## config.mk

```make
export PLATFORM = sky130hd
export DESIGN_NAME = scroll_window_flat
export DESIGN_NICKNAME = d
export VERILOG_FILES = /design/src/rtl/scroll_pkg.sv /design/src/rtl/scroll_window_if.sv /design/src/rtl/step_prescaler.sv /design/src/rtl/scroll_window.sv /design/src/flat_wrapper.sv
export SDC_FILE = /design/constraint.sdc
export NUM_CORES = 1
export LEC_CHECK = 0
export ABC_AREA = 1
export CAP_MARGIN = 20
export CORE_ASPECT_RATIO = 0.75
export CORE_MARGIN = 4
export CORE_UTILIZATION = 50
export CTS_BUF_LIST = sky130_fd_sc_hd__clkbuf_16
export CTS_CLUSTER_SIZE = 20
export DETAILED_ROUTE_END_ITERATION = 8
export PLACE_DENSITY = 0.78
export SETUP_SLACK_MARGIN = 0.4
export SLEW_MARGIN = 10
export SYNTH_ARGS = -nofsm -noshare
export SYNTH_HDL_FRONTEND = slang
export SYNTH_HIERARCHICAL = 1
export SYNTH_SLANG_ARGS = --single-unit
```

## constraint.sdc

```tcl
create_clock -name clk -period 2 [get_ports clk]
set_input_delay 0.4 -clock clk [delete_from_list [all_inputs] [get_ports clk]]
set_output_delay 0.4 -clock clk [all_outputs]
set_load 0.01 [all_outputs]
```

## src/rtl/scroll_pkg.sv

```systemverilog
// Shared types and default geometry for the scrolling message window.
package scroll_pkg;
  localparam int unsigned ADDR_W = 6;
  localparam int unsigned DATA_W = 4;
  localparam int unsigned DIGITS = 8;
  localparam int unsigned WIN_W  = DIGITS * DATA_W;

  typedef enum logic [1:0] {IDLE, WAIT_STEP, READ, SHIFT} scroll_state_t;
endpackage

```

## src/rtl/scroll_window_if.sv

```systemverilog
// Control, BRAM read port and display signals of the scroll window.
interface scroll_window_if
  import scroll_pkg::*;
#(
  parameter int unsigned ADDR_W = scroll_pkg::ADDR_W,
  parameter int unsigned DATA_W = scroll_pkg::DATA_W,
  parameter int unsigned DIGITS = scroll_pkg::DIGITS
);
  logic                       start;
  logic                       en;
  logic [ADDR_W-1:0]          msg_len;
  logic                       rd_en;
  logic [ADDR_W-1:0]          rd_addr;
  logic [DATA_W-1:0]          rd_data;
  logic [DIGITS*DATA_W-1:0]   window;
  logic                       shifted;
  logic                       wrap;

  modport master (
    output start, en, msg_len, rd_data,
    input  rd_en, rd_addr, window, shifted, wrap
  );

  modport slave (
    input  start, en, msg_len, rd_data,
    output rd_en, rd_addr, window, shifted, wrap
  );
endinterface

```

## src/rtl/step_prescaler.sv

```systemverilog
// Mod-STEP_M step counter with clear and enable; tc_c marks the enabled terminal cycle.
module step_prescaler #(
  parameter int unsigned STEP_M = 100000000
) (
  input  logic clk,
  input  logic reset,
  input  logic clear,
  input  logic en,
  output logic tc_c
);
  localparam int unsigned CNT_W = (STEP_M > 1) ? $clog2(STEP_M) : 1;

  logic [CNT_W-1:0] count;

  assign tc_c = en && (count == CNT_W'(STEP_M - 1));

  always_ff @(posedge clk) begin
    if (!reset) begin
      count <= '0;
    end else if (clear) begin
      count <= '0;
    end else if (en) begin
      count <= tc_c ? '0 : count + 1'b1;
    end
  end
endmodule

```

## src/rtl/scroll_window.sv

```systemverilog
// Steps through the nibble message in BRAM and shifts each nibble into the display window.
module scroll_window
  import scroll_pkg::*;
#(
  parameter int unsigned ADDR_W = scroll_pkg::ADDR_W,
  parameter int unsigned DATA_W = scroll_pkg::DATA_W,
  parameter int unsigned DIGITS = scroll_pkg::DIGITS,
  parameter int unsigned STEP_M = 100000000
) (
  input logic            clk,
  input logic            reset,
  scroll_window_if.slave bus
);
  localparam int unsigned WIN_BITS = DIGITS * DATA_W;

  scroll_state_t         state, state_nxt;
  logic [ADDR_W-1:0]     ptr;
  logic [WIN_BITS-1:0]   window_q;
  logic [ADDR_W-1:0]     rd_addr_q;
  logic                  rd_en_q, shifted_q, wrap_q;
  logic                  tc_c;
  logic                  rd_en_nxt, shift_c, wrap_c;

  // Prescaler runs in every active state so steps stay STEP_M cycles apart.
  step_prescaler #(.STEP_M(STEP_M)) u_prescaler (
    .clk   (clk),
    .reset (reset),
    .clear (bus.start),
    .en    (bus.en && (state != IDLE)),
    .tc_c  (tc_c)
  );

  always_ff @(posedge clk) begin
    if (!reset) state <= IDLE;
    else        state <= state_nxt;
  end

  // Next state; start overrides everything and drops any read in flight.
  always_comb begin
    state_nxt = state;
    rd_en_nxt = 1'b0;
    shift_c   = 1'b0;
    wrap_c    = 1'b0;
    case (state)
      IDLE:      state_nxt = IDLE;
      WAIT_STEP: if (tc_c) state_nxt = READ;
      READ:      state_nxt = SHIFT;
      SHIFT:     state_nxt = WAIT_STEP;
      default:   state_nxt = IDLE;
    endcase
    if (bus.start) begin
      state_nxt = WAIT_STEP;
    end else if (state == SHIFT) begin
      shift_c = 1'b1;
      wrap_c  = (ptr >= bus.msg_len);
    end
    rd_en_nxt = (state_nxt == READ);
  end

  always_ff @(posedge clk) begin
    if (!reset) begin
      ptr       <= '0;
      window_q  <= '0;
      rd_addr_q <= '0;
      rd_en_q   <= 1'b0;
      shifted_q <= 1'b0;
      wrap_q    <= 1'b0;
    end else begin
      rd_en_q   <= rd_en_nxt;
      shifted_q <= shift_c;
      wrap_q    <= wrap_c;
      if (rd_en_nxt) rd_addr_q <= ptr;
      if (bus.start) begin
        window_q <= '0;
        ptr      <= '0;
      end else if (shift_c) begin
        window_q <= {window_q[WIN_BITS-DATA_W-1:0], bus.rd_data};
        ptr      <= wrap_c ? '0 : ptr + 1'b1;
      end
    end
  end

  assign bus.rd_en   = rd_en_q;
  assign bus.rd_addr = rd_addr_q;
  assign bus.window  = window_q;
  assign bus.shifted = shifted_q;
  assign bus.wrap    = wrap_q;
endmodule

```

## src/flat_wrapper.sv

```systemverilog
// flat-port wrapper written by rule: the top's interface ports become plain ports
module scroll_window_flat import scroll_pkg::*;
#(
  parameter int unsigned ADDR_W = scroll_pkg::ADDR_W,
  parameter int unsigned DATA_W = scroll_pkg::DATA_W,
  parameter int unsigned DIGITS = scroll_pkg::DIGITS,
  parameter int unsigned STEP_M = 100000000
)
  (clk, reset, bus_start, bus_en, bus_msg_len, bus_rd_data, bus_rd_en, bus_rd_addr, bus_window, bus_shifted, bus_wrap);
  scroll_window_if #(.ADDR_W(ADDR_W), .DATA_W(DATA_W), .DIGITS(DIGITS)) bus_i ();
  input logic clk;
  input logic reset;
  input wire logic [$bits(bus_i.start)-1:0] bus_start;
  input wire logic [$bits(bus_i.en)-1:0] bus_en;
  input wire logic [$bits(bus_i.msg_len)-1:0] bus_msg_len;
  input wire logic [$bits(bus_i.rd_data)-1:0] bus_rd_data;
  output wire logic [$bits(bus_i.rd_en)-1:0] bus_rd_en;
  output wire logic [$bits(bus_i.rd_addr)-1:0] bus_rd_addr;
  output wire logic [$bits(bus_i.window)-1:0] bus_window;
  output wire logic [$bits(bus_i.shifted)-1:0] bus_shifted;
  output wire logic [$bits(bus_i.wrap)-1:0] bus_wrap;
  assign bus_i.start = bus_start;
  assign bus_i.en = bus_en;
  assign bus_i.msg_len = bus_msg_len;
  assign bus_i.rd_data = bus_rd_data;
  assign bus_rd_en = bus_i.rd_en;
  assign bus_rd_addr = bus_i.rd_addr;
  assign bus_window = bus_i.window;
  assign bus_shifted = bus_i.shifted;
  assign bus_wrap = bus_i.wrap;
  scroll_window #(.ADDR_W(ADDR_W), .DATA_W(DATA_W), .DIGITS(DIGITS), .STEP_M(STEP_M)) u_core (.clk(clk), .reset(reset), .bus(bus_i));
endmodule
```

==> results of run 1 <==
-- state kept, by name, summed over array words and instances, names as in the netlist --
signal / cells
u_core/bus.rd_addr: 6
u_core/bus.rd_en: 1
u_core/bus.shifted: 1
u_core/bus.window: 32
u_core/bus.wrap: 1
u_core/ptr: 6
u_core/state: 2
u_core/u_prescaler/count: 27
-- tightest hold or removal path, delay by kind of cell (launching register included) --
family / cells / cell delay (ns)
flops: 1 / 0.31
buf+inv: 1 / 0.05
compound gates: 1 / 0.05
-- what timing repair did --
item / 4_1_cts / 5_1_grt
pin swaps: 3 / 17
gates cloned: 1 / 1
setup buffers: 1 / 4
resized for setup: 52 / 44
setup endpoints to repair: 61 / 47
-- cell families (layout without fill, tap and decap cells) --
| kind of cell | count (synthesis) | in the layout |
|---|---|---|
| adder cells (fa/ha/maj) | 8 | 8 |
| AO/OA/AOI/OAI | 66 | 66 |
| buffers and inverters | 103 | 180 |
| XOR/XNOR | 5 | 5 |
| AND/OR/NAND/NOR | 284 | 284 |
| flip-flops | 76 | 76 |
-- worst max path at each step --
stage,end,from,cells after the start
2_1_floorplan,u_core/bus.rd_addr[0],bus_en,12
3_3_place_gp,u_core/u_prescaler/count[13],bus_en,11
3_5_place_dp,u_core/bus.rd_addr[4],bus_en,14
4_1_cts,bus_window[1],u_core/bus.window[1],1
5_1_grt,u_core/bus.rd_addr[4],u_core/u_prescaler/count[1],10
6_report,u_core/u_prescaler/count[13],u_core/state[1],14
-- cell type report --
type	instances	share of cell area, %
Tap cell	98	2.50
Clock inverter	6	1.28
Timing Repair Buffer	74	15.0
Clock buffer	9	4.59
Multi-Input combinational cell	363	38.1
Sequential cell	76	31.6
Inverter	91	6.99
-- routing by layer --
layer | GRT usage [%] | share of wire (%)
met4 | 4.34 | 0.79
met3 | 5.50 | 7.8
met2 | 36.5 | 47
met1 | 28.6 | 45
met5 | 0 | 0
-- power by group through the flow --
stage,combinational (mW),sequential [mW],clock (mW)
after floorplan,0.0737,1.56,0
after global placement,0.135,1.56,0
after detailed placement,0.139,1.56,0
after CTS,0.140,1.53,1.59
after global routing,0.173,1.52,1.66
final,0.160,1.52,1.56
-- metrics by stage --
| stage | instance area [µm²] | setup WS [ns] | TNS (ns) | util (%) |
|---|---|---|---|---|
| final | 4910 | 0.382 | 0 | 70.8 |
| after global routing | 4910 | 0.309 | 0 | 70.8 |
| after global placement | 4400 | 0.00121 | 0 | 63.5 |
| after CTS | 4710 | 0.402 | 0 | 67.9 |
| after floorplan | 3690 | 0.356 | 0 | - |
| after detailed placement | 4400 | -0.0333 | -0.173 | 63.5 |
-- cell usage in the layout, fill, tap and decap left out, types with 3 or more instances in the layout --
master,instances
a21oi_2,6
inv_1,81
nand3_1,20
dfxtp_2,8
inv_2,8
buf_6,3
buf_12,3
o21ai_1,3
ha_1,5
clkbuf_16,10
buf_4,13
nor2_4,12
dlygate4sd2_1,33
dlymetal6s2s_1,8
dfxtp_1,63
clkinv_2,3
clkdlybuf4s50_1,13
nor2_1,118
nand4_1,5
ha_4,3
o21ai_0,37
nor3_1,6
nor2_2,15
nand2_1,86
nand2_2,13
nand2_4,4
dfxtp_4,5
xor2_1,4
a21oi_1,20
==> impl_results.md, run 1 <==
* Worst setup path class: reg2reg
* Filler instances at approximately 550
* Post-Synth Adder-Cell Area at approximately 2.8%
* Post-synthesis mux area share at 0%
* Layout area overhead at 34.8%
* Slew margin rel. at between 70% and 80%
* Worst-path clk slew at around 0.060 ns
* GRT Overall Usage at 21.7%
* Via Count at roughly 3,600
* Sequential cell area at roughly 1600 µm²
* Fin Hold WS at 0.453 ns
* Seq/Total Area, Yosys at a little over two fifths
* CTS Buf Count at 9
* Pwr/cell area at approximately 660 nW/µm²
* Ys async rst share at 0%
* Final HPWL DP at about 6500 µm
* Global route total overflow at 0
* Buf+Inv Stages, Crit Path at 4
* Clk sinks at 76
* Clock Power Share at 48.2%
* Logic pwr share at 4.9%
* Largest family of logic cells by synthesized area: simple AND/OR/NAND/NOR gates
* Layout Cells excl Fill at 717
* WL/cell at 13.2 µm
* Die Ht at between 80 and 90 µm
* Reg-to-reg slack, setup at 0.38 ns
* DIE AREA at 8720 µm²
* Maximum cell stage delay along the critical path at between 0.3 and 0.4 ns
* Placed cells at 695
* Post-synthesis register bit count at 76
* Max-cap violations at 0
* Final wirelength at 9470 µm
* Core area at roughly 6900 µm²
* Post-route ant nets at 0
* Initial Utilization at between 50% and 60%
* Crit path DAT at 1.88 ns
* CTS tree: built
* Final-stage net count at 637
* Chip width at between 100 and 150 µm
* Tcrit/Tclk final at roughly four fifths
* Status: finished, final reports clean
* Reg2reg end: u_core/u_prescaler/count[13]
* Achievable Freq at 618 MHz
* Synth Area in XOR/XNOR at about 1.2%
* Post-Synth Simple-Gate Area at 33.6%
* Wire length of the first global-routing pass at ~15,000 µm
* Site row count at 26
* Commonest cells post-synth: 132 x nor2_1, 95 x nand2_1, 85 x inv_1
* Crit Path Max Fanout at 8
* Largest net degree at the start of global routing at 33
* CP Cell Sequence: nor2_4 > nor2_4 > nand2_2 > clkinv_2 > nand2_1 > nor2_1 > nand2_2 > nor2_2 > buf_4 > buf_6 > nor2_4 > clkbuf_16 > nand2_2 > nor2_1
* Min cycle time layout at approximately 1.6 ns
* Share of the synthesized area in the top cell type at 41.8%
* Maximum clock path buffer count at 2
* DRC violations left at 0
* Number of global-route vias before repair at between 3,000 and 4,000
* I/O pin total at 55
* Root buffer cell: clkbuf_16
* Starting DRC count in detailed routing at roughly 180
* Initial DRT Pass Iterations at 5
* Setup violations, final at 0
* Share of layout cells above drive strength 1 at between 10% and 20%
* Slowest cell on crit path: dfxtp_4
* Post-DR vias/cell at about 5
* Synth area leaders: dfxtp_1 42%, nor2_1 14%, nand2_1 9.8%
* CP Launch Type: register
* Syn Nets at approximately 560
* RSZ-0062 raised after global routing: yes
* Tot Pwr at approximately 3.2 mW
* Clock skew at ~0.0055 ns
* Register share of total power at 46.9%
* Clk Latency, worst-skew pair at around 0.32 ns
* Port Buf Inserts at 54
* Hold depth at 2
* Compound-Gate Fraction of Synth Area at between 9 and 10%
* Initial antenna violation count at 0
* Int Pwr at 2.55 mW
* Syn_area_per_cell at around 6.7 µm²
* Worst-Margin Slew at between 0.3 and 0.4 ns
* Yosys warning count at 6
* Critical Path RT at approximately 2.3 ns
* Antenna Cells at 0
* Predominant post-synthesis flop cell: dfxtp_1
* Min-delay src: u_core/bus.rd_addr[1]
* Top-count cell post-synth: nor2_1
* Worst R2R Start: u_core/state[1]
* H-tree depth at 3
* Final hold violation count at 0
* Hold crit path type: reg2reg
* Synth unique cells at 27
* Dominant cell type by area after synthesis: dfxtp_1
* VDD IR max at between 500 and 600 µV
* Reg2Reg Depth at 14
* Syn Inst Count at between 500 and 600
* Max-slew violations at 0
* Worst Hold Endpoint: u_core/bus.rd_addr[1]
* GPL Wtd Cong at approximately 0.9
* Post-synth EDFFs at 0
* Crit-path leading delay family: simple AND/OR/NAND/NOR gates
* Post-synthesis cell area at about 3600 µm²
* NetSw at 0.697 mW
* Area of the multi-input gates at 1870 µm²
* Leak at 2.44 nW
* Critical Path End Type: register
* Hold_buf cts at 0
* Switching share of total power at 21.5%
(Power assumes the default switching activity.)
==> run 2, diff against run 1 <==
--- a/config.mk
+++ b/config.mk
@@ -9,11 +9,11 @@
 export CAP_MARGIN = 20
 export CORE_ASPECT_RATIO = 0.75
 export CORE_MARGIN = 4
-export CORE_UTILIZATION = 50
+export CORE_UTILIZATION = 49
 export CTS_BUF_LIST = sky130_fd_sc_hd__clkbuf_16
 export CTS_CLUSTER_SIZE = 20
 export DETAILED_ROUTE_END_ITERATION = 8
-export PLACE_DENSITY = 0.78
+export PLACE_DENSITY = 0.79
 export SETUP_SLACK_MARGIN = 0.4
 export SLEW_MARGIN = 10
 export SYNTH_ARGS = -nofsm -noshare
==> constraint.sdc (replaced) <==
create_clock -name clk -period 1.38 [get_ports clk]
set_input_delay 0.276 -clock clk [delete_from_list [all_inputs] [get_ports clk]]
set_output_delay 0.276 -clock clk [all_outputs]
set_load 0.01 [all_outputs]
==> run 2 against run 1 <==
  * The run now ends with setup timing left
  * Worst setup slack got worse by 0.85 ns
  * Power is 52% higher
  * Critical path type unchanged
  * Critical endpoint is now u_core/bus.rd_addr[0]
  * Largest cell class unchanged
  * Final area up 22%
==> impl_results.md, run 2 (synthesized netlist as in run 1, its figures left out) <==
* Status: finished, violations left
* Failing checks: setup timing
* Largest net degree at the start of global routing at 32 (-3.0%)
* RSZ-0062 raised after global routing: yes
* Final hold violation count at 0 (unchanged)
* Worst Hold Endpoint: u_core/bus.rd_addr[1]
* Wire length of the first global-routing pass at 19,200 µm (+25%)
* Worst-path clk slew at 0.07 ns (about the same)
* Maximum clock path buffer count at 2 (unchanged)
* Clock skew at 0.0109 ns (+0.00539 ns)
* Leak at 2.82 nW (+15%)
* Clk Latency, worst-skew pair at 0.35 ns (+0.03 ns)
* Final HPWL DP at 6840 µm (+5.8%)
* Min cycle time layout at 1.85 ns (+0.227 ns)
* Via Count at 4,425 (+23%)
* GRT Overall Usage at 27.9% (+6.2 points)
* GPL Wtd Cong at 0.870 (-1.1%)
* Reg-to-reg slack, setup at -0.47 ns (-0.85 ns)
* WL/cell at 17.9 µm (+35%)
* CTS Buf Count at 9 (unchanged)
* Layout Cells excl Fill at 806 (+12%)
* Initial Utilization at 51.8% (-0.73 points)
* Final wirelength at 14,400 µm (+52%)
* Worst R2R Start: u_core/state[0]
* Chip width at 108 µm (+0.94%)
* Maximum cell stage delay along the critical path at 0.36 ns (about the same)
* Worst-Margin Slew at 0.279 ns (-0.0853 ns)
* Reg2reg end: u_core/bus.rd_addr[0]
* Final-stage net count at 725 (+14%)
* Site row count at 26 (unchanged)
* Worst setup path class: reg2reg
* Crit Path Max Fanout at 7 (-1)
* Initial antenna violation count at 0 (unchanged)
* Number of global-route vias before repair at 4,067 (+22%)
* Antenna Cells at 0 (unchanged)
* Slowest cell on crit path: dfxtp_4
* Hold depth at 3 (+1)
* Port Buf Inserts at 54 (unchanged)
* Min-delay src: reset
* Critical Path End Type: register
* Post-DR vias/cell at 5.49 (+9.4%)
* CTS tree: built
* Worst Setup Slack, final at -0.465 ns (-0.847 ns)
* CP Cell Sequence: nor2_4 > nor2_4 > nand2_2 > inv_2 > nand2_2 > nor2_4 > nand2_2 > nor2_4 > nand4_1 > buf_6 > nor2_2 > a21oi_2 > nor2_1
* Tcrit/Tclk final at 134% (+53 points)
* Setup violations, final at 41 (+41)
* Core area at 7030 µm² (+1.4%)
* Commonest non-fill, non-tap cell in the layout: nor2_1
* Hold crit path type: in2reg
* DRC violations left at 0 (unchanged)
* Die Ht at 82.6 µm (+0.92%)
* VDD IR max at 818 µV (+56%)
* Max reg flops at 32 (unchanged)
* Global route total overflow at 0 (unchanged)
* Root buffer cell: clkbuf_16
* H-tree depth at 3 (unchanged)
* CP Launch Type: register
* CP most frequent cell: nor2_4
* Clk sinks at 76 (unchanged)
* Design area at 5960 µm² (+22%)
* Crit path DAT at 2.10 ns (+0.22 ns)
* Placed Area at 4810 µm² (+9.2%)
* Slew margin rel. at 81.3% (+5.6 points)
* I/O pin total at 55 (unchanged)
* Share of layout cells above drive strength 1 at 45.9% (+28 points)
* Placed cells at 740 (+6.5%)
* Starting DRC count in detailed routing at 462 (+150%)
* Critical Path RT at 1.63 ns (-0.63 ns)
* Layout area overhead at 63.8%
* Most frequent cells in the layout: 110 x nor2_1, 91 x buf_4, 78 x nand2_1, 77 x inv_1, 50 x buf_6
* Reg2Reg Depth at 13 (-1)
* Max-slew violations at 0 (unchanged)
* Achievable Freq at 542 MHz (-12%)
* Finished Core Util at 84.8% (+14 points)
* Max-cap violations at 0 (unchanged)
* Post-route ant nets at 0 (unchanged)
* Pwr/cell area at 829 nW/µm² (+25%)
* DIE AREA at 8890 µm² (+1.9%)
* Fin Hold WS at 0.413 ns (-0.0397 ns)
* Initial DRT Pass Iterations at 5 (unchanged)
* Pre-CTS WS at -0.605 ns (-0.571 ns)
run 2: power breakdown:
part / switching, mW / total [mW] / leakage [nW] / internal [mW]
clock: 1.01 / 2.42 / 0.142 / 1.41
combinational: 0.178 / 0.317 / 2.03 / 0.140
sequential: 0.00915 / 2.20 / 0.641 / 2.19
total: 1.20 / 4.94 / 2.82 / 3.74
run 2: metal layers:
layer / track usage [%] / up-vias / share of wire (%)
li1: - / 1989 / -
met1: 32.6 / 2067 / 37
met2: 48.0 / 285 / 48
met3: 8.62 / 84 / 8.7
met4: 11.7 / 0 / 6.6
met5: 0 / - / 0
run 2: worst max-delay path by stage:
stage	from	end	slack, ns	cells after the start
2_1_floorplan	u_core/state[1]	u_core/bus.rd_addr[0]	-0.24	12
3_3_place_gp	bus_en	u_core/u_prescaler/count[16]	-0.52	13
3_5_place_dp	bus_en	u_core/u_prescaler/count[24]	-0.60	13
4_1_cts	u_core/state[1]	u_core/bus.rd_addr[3]	-0.18	12
5_1_grt	u_core/u_prescaler/count[25]	u_core/bus.rd_addr[0]	-0.54	10
6_report	u_core/state[0]	u_core/bus.rd_addr[0]	-0.47	13
run 2: cell type report:
| type | instances | area, µm² |
|---|---|---|
| clock buffers | 9 | 225 |
| multi-input cells | 363 | 2100 |
| repair buffers | 161 | 1480 |
| flip-flops and latches | 76 | 1600 |
| clock inverters | 7 | 73.8 |
| inverters | 91 | 353 |
| repair inverters | 1 | 7.51 |
| well taps | 98 | 123 |
| fillers | 359 | 1060 |
run 2: worst max-delay path, delay by kind of cell, from the launching register on:
kind                   cells  cell delay [ns]
and+or+nand+nor           10             1.05
DFF                        1             0.36
buffers and inverters      2             0.30
AOI/OAI and AO/OA          1             0.04
run 2: stage by stage:
step,TNS [ns],total power [mW]
finish,-9.64,4.94
global route,-12.08,5.07
CTS,-3.42,4.85
detailed placement,-24.79,2.49
global placement,-22.71,2.48
floorplan,-1.59,2.38
run 2: timing repair:
action,in CTS,in global routing
gates resized for setup,308,67
setup endpoints to repair,117,117
endpoints found under the hold margin,0,0
setup buffers,37,11
gates cloned,2,0
hold buffers,0,0
pin swaps,38,31
==> run 3, diff against run 2 <==
--- a/config.mk
+++ b/config.mk
@@ -6,7 +6,7 @@
 export NUM_CORES = 1
 export LEC_CHECK = 0
 export ABC_AREA = 1
-export CAP_MARGIN = 20
+export CAP_MARGIN = 10
 export CORE_ASPECT_RATIO = 0.75
 export CORE_MARGIN = 4
 export CORE_UTILIZATION = 49
==> results of run 3 <==
Final layout, timing and power as in run 2 (identical DEF).
